<file path="src/rtl/dmem_responder_pkg.sv">
// Shared encodings for the data-memory responder: access sizes, FSM states, word width.
// Optional error detection is enabled by defining DMEM_RSP_ERR_EN.
package dmem_responder_pkg;

  localparam int WORD_W = 32;

  typedef enum logic [1:0] {
    SZ_B = 2'b00,
    SZ_H = 2'b01,
    SZ_W = 2'b10
  } size_e;

  typedef enum logic [1:0] {
    ST_IDLE = 2'b00,
    ST_WAIT = 2'b01,
    ST_RESP = 2'b10
  } state_e;

  // True when the low address bits do not match the natural alignment of the size.
  function automatic logic misaligned(input logic [1:0] size, input logic [1:0] lane);
    logic w_bad;
    w_bad = 1'b0;
    case (size)
      SZ_H:    w_bad = lane[0];
      SZ_W:    w_bad = (lane != 2'b00);
      default: w_bad = 1'b0;
    endcase
    return w_bad;
  endfunction

endpackage

</file>
<file path="src/rtl/dmem_lane_align.sv">
// Combinational lane steering: merges store data into a word and extracts/extends load data.
// Half accesses use addr[1] only; word and the unused size 11 take the whole word.
module dmem_lane_align
  import dmem_responder_pkg::*;
(
  input  logic [WORD_W-1:0] i_old_word,
  input  logic [WORD_W-1:0] i_wdata,
  input  logic [1:0]        i_size,
  input  logic [1:0]        i_lane,
  input  logic              i_unsigned,
  output logic [WORD_W-1:0] o_new_word,
  output logic [WORD_W-1:0] o_rdata
);

  logic [4:0]  w_bsh;
  logic [4:0]  w_hsh;
  logic [7:0]  w_byte;
  logic [15:0] w_half;

  // NOTE: every output gets a default before the case so no path can infer a latch.
  always_comb begin
    w_bsh      = {i_lane, 3'b000};
    w_hsh      = {i_lane[1], 4'b0000};
    w_byte     = i_old_word[w_bsh +: 8];
    w_half     = i_old_word[w_hsh +: 16];
    o_new_word = i_old_word;
    o_rdata    = i_old_word;
    case (i_size)
      SZ_B: begin
        o_new_word[w_bsh +: 8] = i_wdata[7:0];
        o_rdata = {{24{~i_unsigned & w_byte[7]}}, w_byte};
      end
      SZ_H: begin
        o_new_word[w_hsh +: 16] = i_wdata[15:0];
        o_rdata = {{16{~i_unsigned & w_half[15]}}, w_half};
      end
      default: begin
        o_new_word = i_wdata;
        o_rdata    = i_old_word;
      end
    endcase
  end

endmodule

</file>
<file path="src/rtl/dmem_responder.sv">
// Multi-cycle data-memory responder: request handshake, WAIT_CYCLES wait states, response handshake.
// Define DMEM_RSP_ERR_EN to reject illegal size, misaligned and out-of-range accesses.
module dmem_responder
  import dmem_responder_pkg::*;
#(
  parameter int DEPTH       = 32,
  parameter int WAIT_CYCLES = 1
) (
  input  logic                    clk,
  input  logic                    reset,
  input  logic                    req_valid,
  output logic                    req_ready,
  input  logic                    req_we,
  input  logic [1:0]              req_size,
  input  logic                    req_unsigned,
  input  logic [31:0]             req_addr,
  input  logic [31:0]             req_wdata,
  output logic                    rsp_valid,
  input  logic                    rsp_ready,
  output logic [31:0]             rsp_rdata,
  output logic                    rsp_err,
  output logic [DEPTH*WORD_W-1:0] dmem
);

  localparam int IDX_W    = (DEPTH > 1) ? $clog2(DEPTH) : 1;
  localparam int CNT_LOAD = (WAIT_CYCLES > 0) ? WAIT_CYCLES - 1 : 0;
  localparam int CNT_W    = (CNT_LOAD > 0) ? $clog2(CNT_LOAD + 1) : 1;

  state_e            r_state;
  state_e            w_next;
  logic [CNT_W-1:0]  r_cnt;
  logic              r_we;
  logic [1:0]        r_size;
  logic              r_unsigned;
  logic [31:0]       r_addr;
  logic [31:0]       r_wdata;
  logic [WORD_W-1:0] r_mem [DEPTH];
  logic [31:0]       r_rdata;
  logic              r_err;

  logic              w_accept;
  logic              w_enter_resp;
  logic              w_src_we;
  logic [1:0]        w_src_size;
  logic              w_src_unsigned;
  logic [31:0]       w_src_addr;
  logic [31:0]       w_src_wdata;
  logic [29:0]       w_word_addr;
  logic [29:0]       w_idx_full;
  logic [IDX_W-1:0]  w_idx;
  logic              w_err;
  logic [WORD_W-1:0] w_old_word;
  logic [WORD_W-1:0] w_new_word;
  logic [WORD_W-1:0] w_load;

  assign w_accept     = (r_state == ST_IDLE) && req_valid;
  assign w_enter_resp = (w_next == ST_RESP) && (r_state != ST_RESP);

  // With no wait states the access happens on the accept edge itself, so it uses the live request.
  assign w_src_we       = (r_state == ST_IDLE) ? req_we       : r_we;
  assign w_src_size     = (r_state == ST_IDLE) ? req_size     : r_size;
  assign w_src_unsigned = (r_state == ST_IDLE) ? req_unsigned : r_unsigned;
  assign w_src_addr     = (r_state == ST_IDLE) ? req_addr     : r_addr;
  assign w_src_wdata    = (r_state == ST_IDLE) ? req_wdata    : r_wdata;

  assign w_word_addr = w_src_addr[31:2];
  assign w_idx_full  = w_word_addr % 30'(DEPTH);
  assign w_idx       = w_idx_full[IDX_W-1:0];
  assign w_old_word  = r_mem[w_idx];

`ifdef DMEM_RSP_ERR_EN
  assign w_err = (w_src_size == 2'b11) || misaligned(w_src_size, w_src_addr[1:0]) ||
                 (w_word_addr >= 30'(DEPTH));
`else
  assign w_err = 1'b0;
`endif

  dmem_lane_align u_align (
    .i_old_word (w_old_word),
    .i_wdata    (w_src_wdata),
    .i_size     (w_src_size),
    .i_lane     (w_src_addr[1:0]),
    .i_unsigned (w_src_unsigned),
    .o_new_word (w_new_word),
    .o_rdata    (w_load)
  );

  // NOTE: sequential state uses non-blocking assignments so all registers update together at the edge.
  always_ff @(posedge clk or negedge reset) begin
    if (!reset) r_state <= ST_IDLE;
    else        r_state <= w_next;
  end

  always_comb begin
    w_next = r_state;
    case (r_state)
      ST_IDLE: if (req_valid) w_next = (WAIT_CYCLES == 0) ? ST_RESP : ST_WAIT;
      ST_WAIT: if (r_cnt == '0) w_next = ST_RESP;
      ST_RESP: if (rsp_ready) w_next = ST_IDLE;
      default: w_next = ST_IDLE;
    endcase
  end

  always_ff @(posedge clk or negedge reset) begin
    if (!reset) begin
      r_cnt      <= '0;
      r_we       <= 1'b0;
      r_size     <= 2'b00;
      r_unsigned <= 1'b0;
      r_addr     <= '0;
      r_wdata    <= '0;
    end else if (w_accept) begin
      r_cnt      <= CNT_W'(CNT_LOAD);
      r_we       <= req_we;
      r_size     <= req_size;
      r_unsigned <= req_unsigned;
      r_addr     <= req_addr;
      r_wdata    <= req_wdata;
    end else if (r_state == ST_WAIT && r_cnt != '0) begin
      r_cnt <= r_cnt - CNT_W'(1);
    end
  end

  // NOTE: the array is reset because reset must observably clear every word; real SRAM macros could not.
  always_ff @(posedge clk or negedge reset) begin
    if (!reset) begin
      for (int i = 0; i < DEPTH; i++) r_mem[i] <= '0;
      r_rdata <= '0;
      r_err   <= 1'b0;
    end else if (w_enter_resp) begin
      if (w_src_we && !w_err) r_mem[w_idx] <= w_new_word;
      r_rdata <= (w_err || w_src_we) ? '0 : w_load;
      r_err   <= w_err;
    end
  end

  for (genvar g = 0; g < DEPTH; g++) begin : g_dump
    assign dmem[g*WORD_W +: WORD_W] = r_mem[g];
  end

  assign req_ready = (r_state == ST_IDLE);
  assign rsp_valid = (r_state == ST_RESP);
  assign rsp_rdata = r_rdata;
  assign rsp_err   = r_err;

endmodule

</file>
<file path="config.mk">
export PLATFORM = sky130hd
export DESIGN_NAME = dmem_responder
export DESIGN_NICKNAME = d
export VERILOG_FILES = /design/src/rtl/dmem_responder_pkg.sv /design/src/rtl/dmem_lane_align.sv /design/src/rtl/dmem_responder.sv
export SDC_FILE = /design/constraint.sdc
export NUM_CORES = 2
export LEC_CHECK = 0
export CORE_AREA = 2 2 445 447
export DETAILED_ROUTE_END_ITERATION = 10
export DIE_AREA = 0 0 447 449
export REMOVE_ABC_BUFFERS = 1
export SLEW_MARGIN = 20
export SYNTH_ARGS = -nofsm -noshare
export SYNTH_HDL_FRONTEND = slang
export SYNTH_HIERARCHICAL = 1
export SYNTH_SLANG_ARGS = --single-unit
</file>
<file path="constraint.sdc">
create_clock -name clk -period 6.3 [get_ports clk]
set_input_delay 1.26 -clock clk [delete_from_list [all_inputs] [get_ports clk]]
set_output_delay 1.26 -clock clk [all_outputs]
set_load 0.02 [all_outputs]
</file>
After elaboration in Yosys (flattened, before gate mapping)
Cells that the tools add are included.
Word-level totals
  latch bits: 0
  word-level logic and storage cells: 90
  memory bits (read-only): 0
  input port bits: 72
  register bits after elaboration: 1102
  memory bits (writable): 0
  memories: 0
  output and inout port bits: 1059
Operators by class
  bitwise operators: 4
  order comparisons: 2
  divide/modulo/power cells: 0
  $mul: 0
  shift-type cells: 6
  mux-type cells: 22
  reduce and logical (&&, ||, !) cells: 8
  equal/unequal tests: 5
  add/subtract/negate cells: 3
Operators by type and width (number)
  1024-bit bitwise mux: 1
  32-bit binary-select mux with 5-bit select: 1
  32-bit demux with 5-bit select: 1
  32-bit 2-to-1 mux: 5
  32-bit case mux with 2 select lines: 2
  32-bit bitwise mux: 2
  16-bit by 7-bit variable shift with 32-bit output, first input constant: 1
  8-bit by 7-bit variable shift with 32-bit output, first input constant: 1
  16-bit by 7-bit variable part select with 32-bit output: 1
  32-bit by 6-bit variable part select with 16-bit output: 1
  32-bit by 6-bit variable part select with 8-bit output: 1
  8-bit by 7-bit variable part select with 32-bit output: 1
  5-bit negation with 7-bit output: 2
  2-bit 2-to-1 mux: 4
  7-bit 2-to-1 mux: 1
  6-bit greater-or-equal comparator, second input constant: 1
  6-bit by 1-bit < comparator with 1-bit output, second input constant: 1
  5-bit inverter with 6-bit output: 1
  2-bit case mux with 3 select lines: 1
  2-bit by 1-bit == test with 1-bit output, second input constant: 2
  2-bit == test, second input constant: 2
  1-bit logical AND: 4
  2-bit logical NOT: 2
  1-bit 2-to-1 mux: 4
  other kinds (6): 7

Depth between registers and ports, before layout
  word-level depth: 10
  mapped depth: 17
  gate-level depth less buffers: 11

Hierarchy
Netlist, hierarchy kept.
Modules (own cells, without submodules)
  dmem_responder: cells an instance 3422, instances 1, area an instance 47993.5 µm²
  dmem_lane_align: cells an instance 233, instances 1, area an instance 1724.2 µm²

Worst setup path after synthesis
Ideal clock, no wire load.
  path kind: input to register
  start point: in req_addr[2]
  end point: reg r_rdata[15] (netlist: rsp_rdata[15])
  path buffers: 2
  slack: 2.111 ns
  stages on the path: 13
  library setup time: 0.133 ns
  arrival: 4.056 ns
  cell sequence: or4b_1 > o21ai_1 > clkbuf_1 > buf_1 > a22o_1 > a221oi_1 > o22ai_1 > or4_1 > mux4_2 > nor3b_4 > a221o_1 > nand2b_1 > o21ai_0
Between the ends
  longest elaborated chain between the ends: 9
  elaborated cells between the ends (all ways): 10
RTL lines
  start, declared: line dmem_responder.sv:16  | input logic [31:0] req_addr,
  7-bit 2-to-1 mux *: line dmem_responder.sv:63  | assign w_src_addr = (r_state == ST_IDLE) ? req_addr : r_addr;
  5-bit inverter with 6-bit output (implied by the code) *: line dmem_responder.sv:69  | assign w_old_word = r_mem[w_idx];
  32-bit binary-select mux with 5-bit select *: line dmem_responder.sv:69
  32-bit 2-to-1 mux (implied by the code) * (2 in series): line dmem_responder.sv:69
  net w_old_word[31]: line dmem_responder.sv:52  | logic [WORD_W-1:0] w_old_word;
  32-bit by 6-bit variable part select with 8-bit output: line dmem_lane_align.sv:24  | w_byte = i_old_word[w_bsh +: 8];
  1-bit bitwise AND: line dmem_lane_align.sv:31  | o_rdata = {{24{~i_unsigned & w_byte[7]}}, w_byte};
  32-bit case mux with 2 select lines *: line dmem_lane_align.sv:28  | case (i_size)
  net w_load[15]: line dmem_responder.sv:54  | logic [WORD_W-1:0] w_load;
  32-bit 2-to-1 mux *: line dmem_responder.sv:132  | r_rdata <= (w_err || w_src_we) ? '0 : w_load;
  end signal, assigned: line dmem_responder.sv:132
  end, declared: line dmem_responder.sv:38  | logic [31:0] r_rdata;
The timed path passes the listed nets; every way through them passes the cells marked *. The select of a mux whose other input is x is not followed.
A chain may end at the register's enable or synchronous reset.

Worst setup path in the final report
  start point: reg r_state[1]
  end point: reg r_mem (netlist bit dmem[223])
Between the ends
  elaborated cells between the ends (all ways): 36
RTL lines
  start, declared: line dmem_responder.sv:29  | state_e r_state;
  start signal, assigned: line dmem_responder.sv:91  | else r_state <= w_next;
  2-bit logical NOT *: line dmem_responder.sv:63
  7-bit 2-to-1 mux *: line dmem_responder.sv:63
  net w_src_addr[1]: line dmem_responder.sv:46  | logic [31:0] w_src_addr;
  5-bit negation with 7-bit output (on tied branches): line dmem_lane_align.sv:34, dmem_lane_align.sv:30
  16-bit by 7-bit variable part select with 32-bit output, or another cell as far along: line dmem_lane_align.sv:34  | o_new_word[w_hsh +: 16] = i_wdata[15:0];
  32-bit bitwise mux (on tied branches): line dmem_lane_align.sv:34, dmem_lane_align.sv:30
  32-bit case mux with 2 select lines *: line dmem_lane_align.sv:28
  net w_new_word[31]: line dmem_responder.sv:53  | logic [WORD_W-1:0] w_new_word;
  1024-bit bitwise mux *: line dmem_responder.sv:131  | if (w_src_we && !w_err) r_mem[w_idx] <= w_new_word;
  end signal, assigned by index: line dmem_responder.sv:131
  end, declared: line dmem_responder.sv:37  | logic [WORD_W-1:0] r_mem [DEPTH];
Marks and branches as above.

==> results_dict.tcl <==
set metrics [dict create \
    drtIter0Drc 4085 \
    wire_per_inst_um 36.7 \
    path_clk_slew_ps 60 \
    status "finished clean" \
    post_drt_via_cell_ratio 5.44 \
    instances_no_fill 7450 \
    post_synth.cell_area_avg_sq_um 13.6 \
    nNetsFinal 4765 \
    static-leakage-power_nw 30.5 \
    postCtsSetupBuffers 0 \
    clock_sinks 1102 \
    cp.arrival_ps 5930 \
    fp.coreArea_sq_um 196000 \
    ys.flop_type "dfrtp_1" \
    totalWireLength_mm 273 \
    synth-seq-cells 1102 \
    ys_seq_area_share_pct 55.5 \
    seqCellArea_sq_um 27600 \
    cts_tree "built" \
    drt_first_pass_iters 7 \
    cts_resized 0 \
    syn_inst 3655 \
    via_count 40500 \
    grt_pass1_vias 40100 \
    ir_drop_mv 0.340 \
    setup_ws_ps 1090 \
    cp_slowest_cell "nor4bb_2" \
    rsz0062_at_grt "no" \
    ios 1131 \
    power_density_nw_per_um2 592 \
    htree_levels 4 \
    drv_slew 0 \
    antenna_found_initial 38 \
    die_h_um 449 \
    cpPeakStageDelay_ps 940 \
    finClkSkew_ps 37.6 \
    drc 0 \
    min_path_cells 2 \
    hold_viol_final 0 \
    max_freq_ghz 0.192 \
    path_cells "nor2_4 > buf_4 > mux2_2 > inv_1 > ha_1 > nor4bb_2 > a221oi_1 > a221oi_4 > buf_4 > mux2_2" \
    multi_input_area_sq_um 20800 \
    gp_congestion 0.880 \
    placementRows 163 \
    initial_utilization_pct 25.3 \
    cts_buffer_depth 3 \
    synth-async-reset-ratio_pct 100 \
    fin_crit_sh_pct 82.6 \
    dieArea_sq_um 201000 \
    cp-end-kind "flip-flop" \
    synth_area_sq_um 49700 \
    cts_hold_buffers 0 \
    drv_cap 0 \
    setup_viol 0 \
    yosysWarnings 6 \
    grt_pass1_wl_mm 361 \
    path_class "reg2reg" \
    fillers 19300 \
    dp.cells 7192 \
    cts_made_buffers 134 \
    fin_setup_tns_ps 0 \
    worstPathRequired_ps 7020 \
    hold_path.class "reg2reg" \
    clock_latency_ps 820 \
    max_slew_margin_pct 20.5 \
    port_buffers 1104 \
    reg2reg_depth 10 \
    track_usage_pct 26.3 \
    synth-edff-count 0 \
    synth.distinct_cells 55 \
    drive_gt1_share_pct 30.6 \
    cts_root_buffer "clkbuf_16" \
    r2r_setup_slack_ps 1090 \
    syn2layout_area_growth_pct 38.8 \
    crit_fanout 36 \
    grt_max_degree 163 \
    dieWidth_um 447 \
    antenna_left 0 \
    worstMarginPinSlew_ps 1190 \
    pre_cts_ws_ps 524 \
    min_period_ps 5210 \
    dpl.hpwl_mm 187 \
    grt_overflow 0 \
    crit_path_start_kind "flip-flop" \
]
layer usage:
layer / routed length (um) / GRT usage (%) / share of wire (%)
met3: 23100 / 6.93 / 8.5
met4: 17900 / 15.6 / 6.6
met5: 46 / 0 / 0.017
met2: 128000 / 42.1 / 47
met1: 104000 / 31.5 / 38
synthesized netlist by cell type, types with 3 or more instances:
library cell,count,area (sq um)
mux2_2,1016,11400
nand2b_1,40,250
mux2i_1,18,180
o22ai_1,128,801
a21oi_1,9,45.0
nor2b_1,9,56.3
a221o_1,29,290
and4b_1,7,70.1
buf_2,116,581
inv_1,14,52.6
a221oi_1,258,2260
a22o_1,271,2370
nor3_2,3,30.0
buf_1,23,86.3
mux2_1,98,1100
nor2_1,22,82.6
o21ai_0,43,215
nand3b_1,10,75.1
or4_1,33,248
or2_1,3,18.8
clkbuf_1,247,927
dfrtp_1,1102,27600
nand2_1,64,240
a222oi_1,7,70.1
or2_2,8,50.1
buf_6,3,33.8
or3_1,5,31.3
ha_1,5,62.6
nand3_1,9,45.0
nor4b_1,7,61.3
o21ai_1,20,100
critical path: cells and delay by family, from the launching register on:
family	cells	cell delay [ps]
AND/OR/NAND/NOR	2	1490
AO/OA/AOI/OAI	2	500
buffers and inverters	3	1440
flip-flops	1	470
multiplexers	2	800
adder cells (fa/ha/maj)	1	370
area by class of cell:
class | count | share of cell area, %
Clock inverter | 40 | 0.658
Inverter | 14 | 0.0761
Sequential cell | 1102 | 39.9
Antenna cell | 20 | 0.0725
Tap cell | 2640 | 4.79
Clock buffer | 198 | 5.66
Timing Repair Buffer | 1288 | 18.6
Multi-Input combinational cell | 2148 | 30.2
registers in the layout, indices dropped and copies added, names as in the netlist:
register	flops
dmem	1024
r_wdata	32
r_unsigned	1
rsp_rdata	32
r_size	2
r_state	2
r_cnt	1
r_we	1
r_addr	7
placed cells by master, fill, tap and decap left out, types with 27 or more instances in the layout:
cell type and instances:
dfrtp_1 1102, buf_12 34, clkdlybuf4s50_1 1103, nand2b_1 39, or4_1 33, clkbuf_1 34, a221oi_1 255, a22o_1 269
a221o_1 27, mux2_1 98, o21ai_0 42, clkbuf_16 135, clkbuf_8 29, mux2_2 1016, buf_4 150, nand2_1 58
o22ai_1 128
worst paths after layout:
path	endpoint	startpoint
max	dmem[223]	r_state[1]
min	rsp_rdata[20]	rsp_rdata[20]
max reg2reg	dmem[223]	r_state[1]
min reg2reg	rsp_rdata[20]	rsp_rdata[20]
max in group asynchronous	dmem[486]	reset
min in group asynchronous	dmem[563]	reset
kinds of logic after synthesis:
| family | count (synthesis) | synth area share (%) |
|---|---|---|
| mux | 1135 | 25.7 |
| flops | 1102 | 55.5 |
| buf+inv | 405 | 3.41 |
| compound gates | 772 | 12.5 |
| other cells | 1 | 0.00754 |
| simple gates | 235 | 2.78 |
| fa+ha+maj | 5 | 0.126 |
where the power goes:
| group | switching, mW | internal [mW] |
|---|---|---|
| clock | 3.38 | 4.45 |
| sequential | 2.47 | 9.66 |
| combinational | 12.8 | 8.14 |
| total | 18.6 | 22.3 |
stage by stage:
step           hold slack (ps)  utilization (%)  cell area [sq um]  total power [mW]
2_1_floorplan              477                -              48100              20.8
3_3_place_gp               472             32.9              64600              32.7
3_5_place_dp               471             32.9              64600              33.0
4_1_cts                    485             35.2              69000              41.0
5_1_grt                    504             35.2              69000              42.3
6_report                   480             35.2              69000              40.9
(Power assumes the default switching activity.)
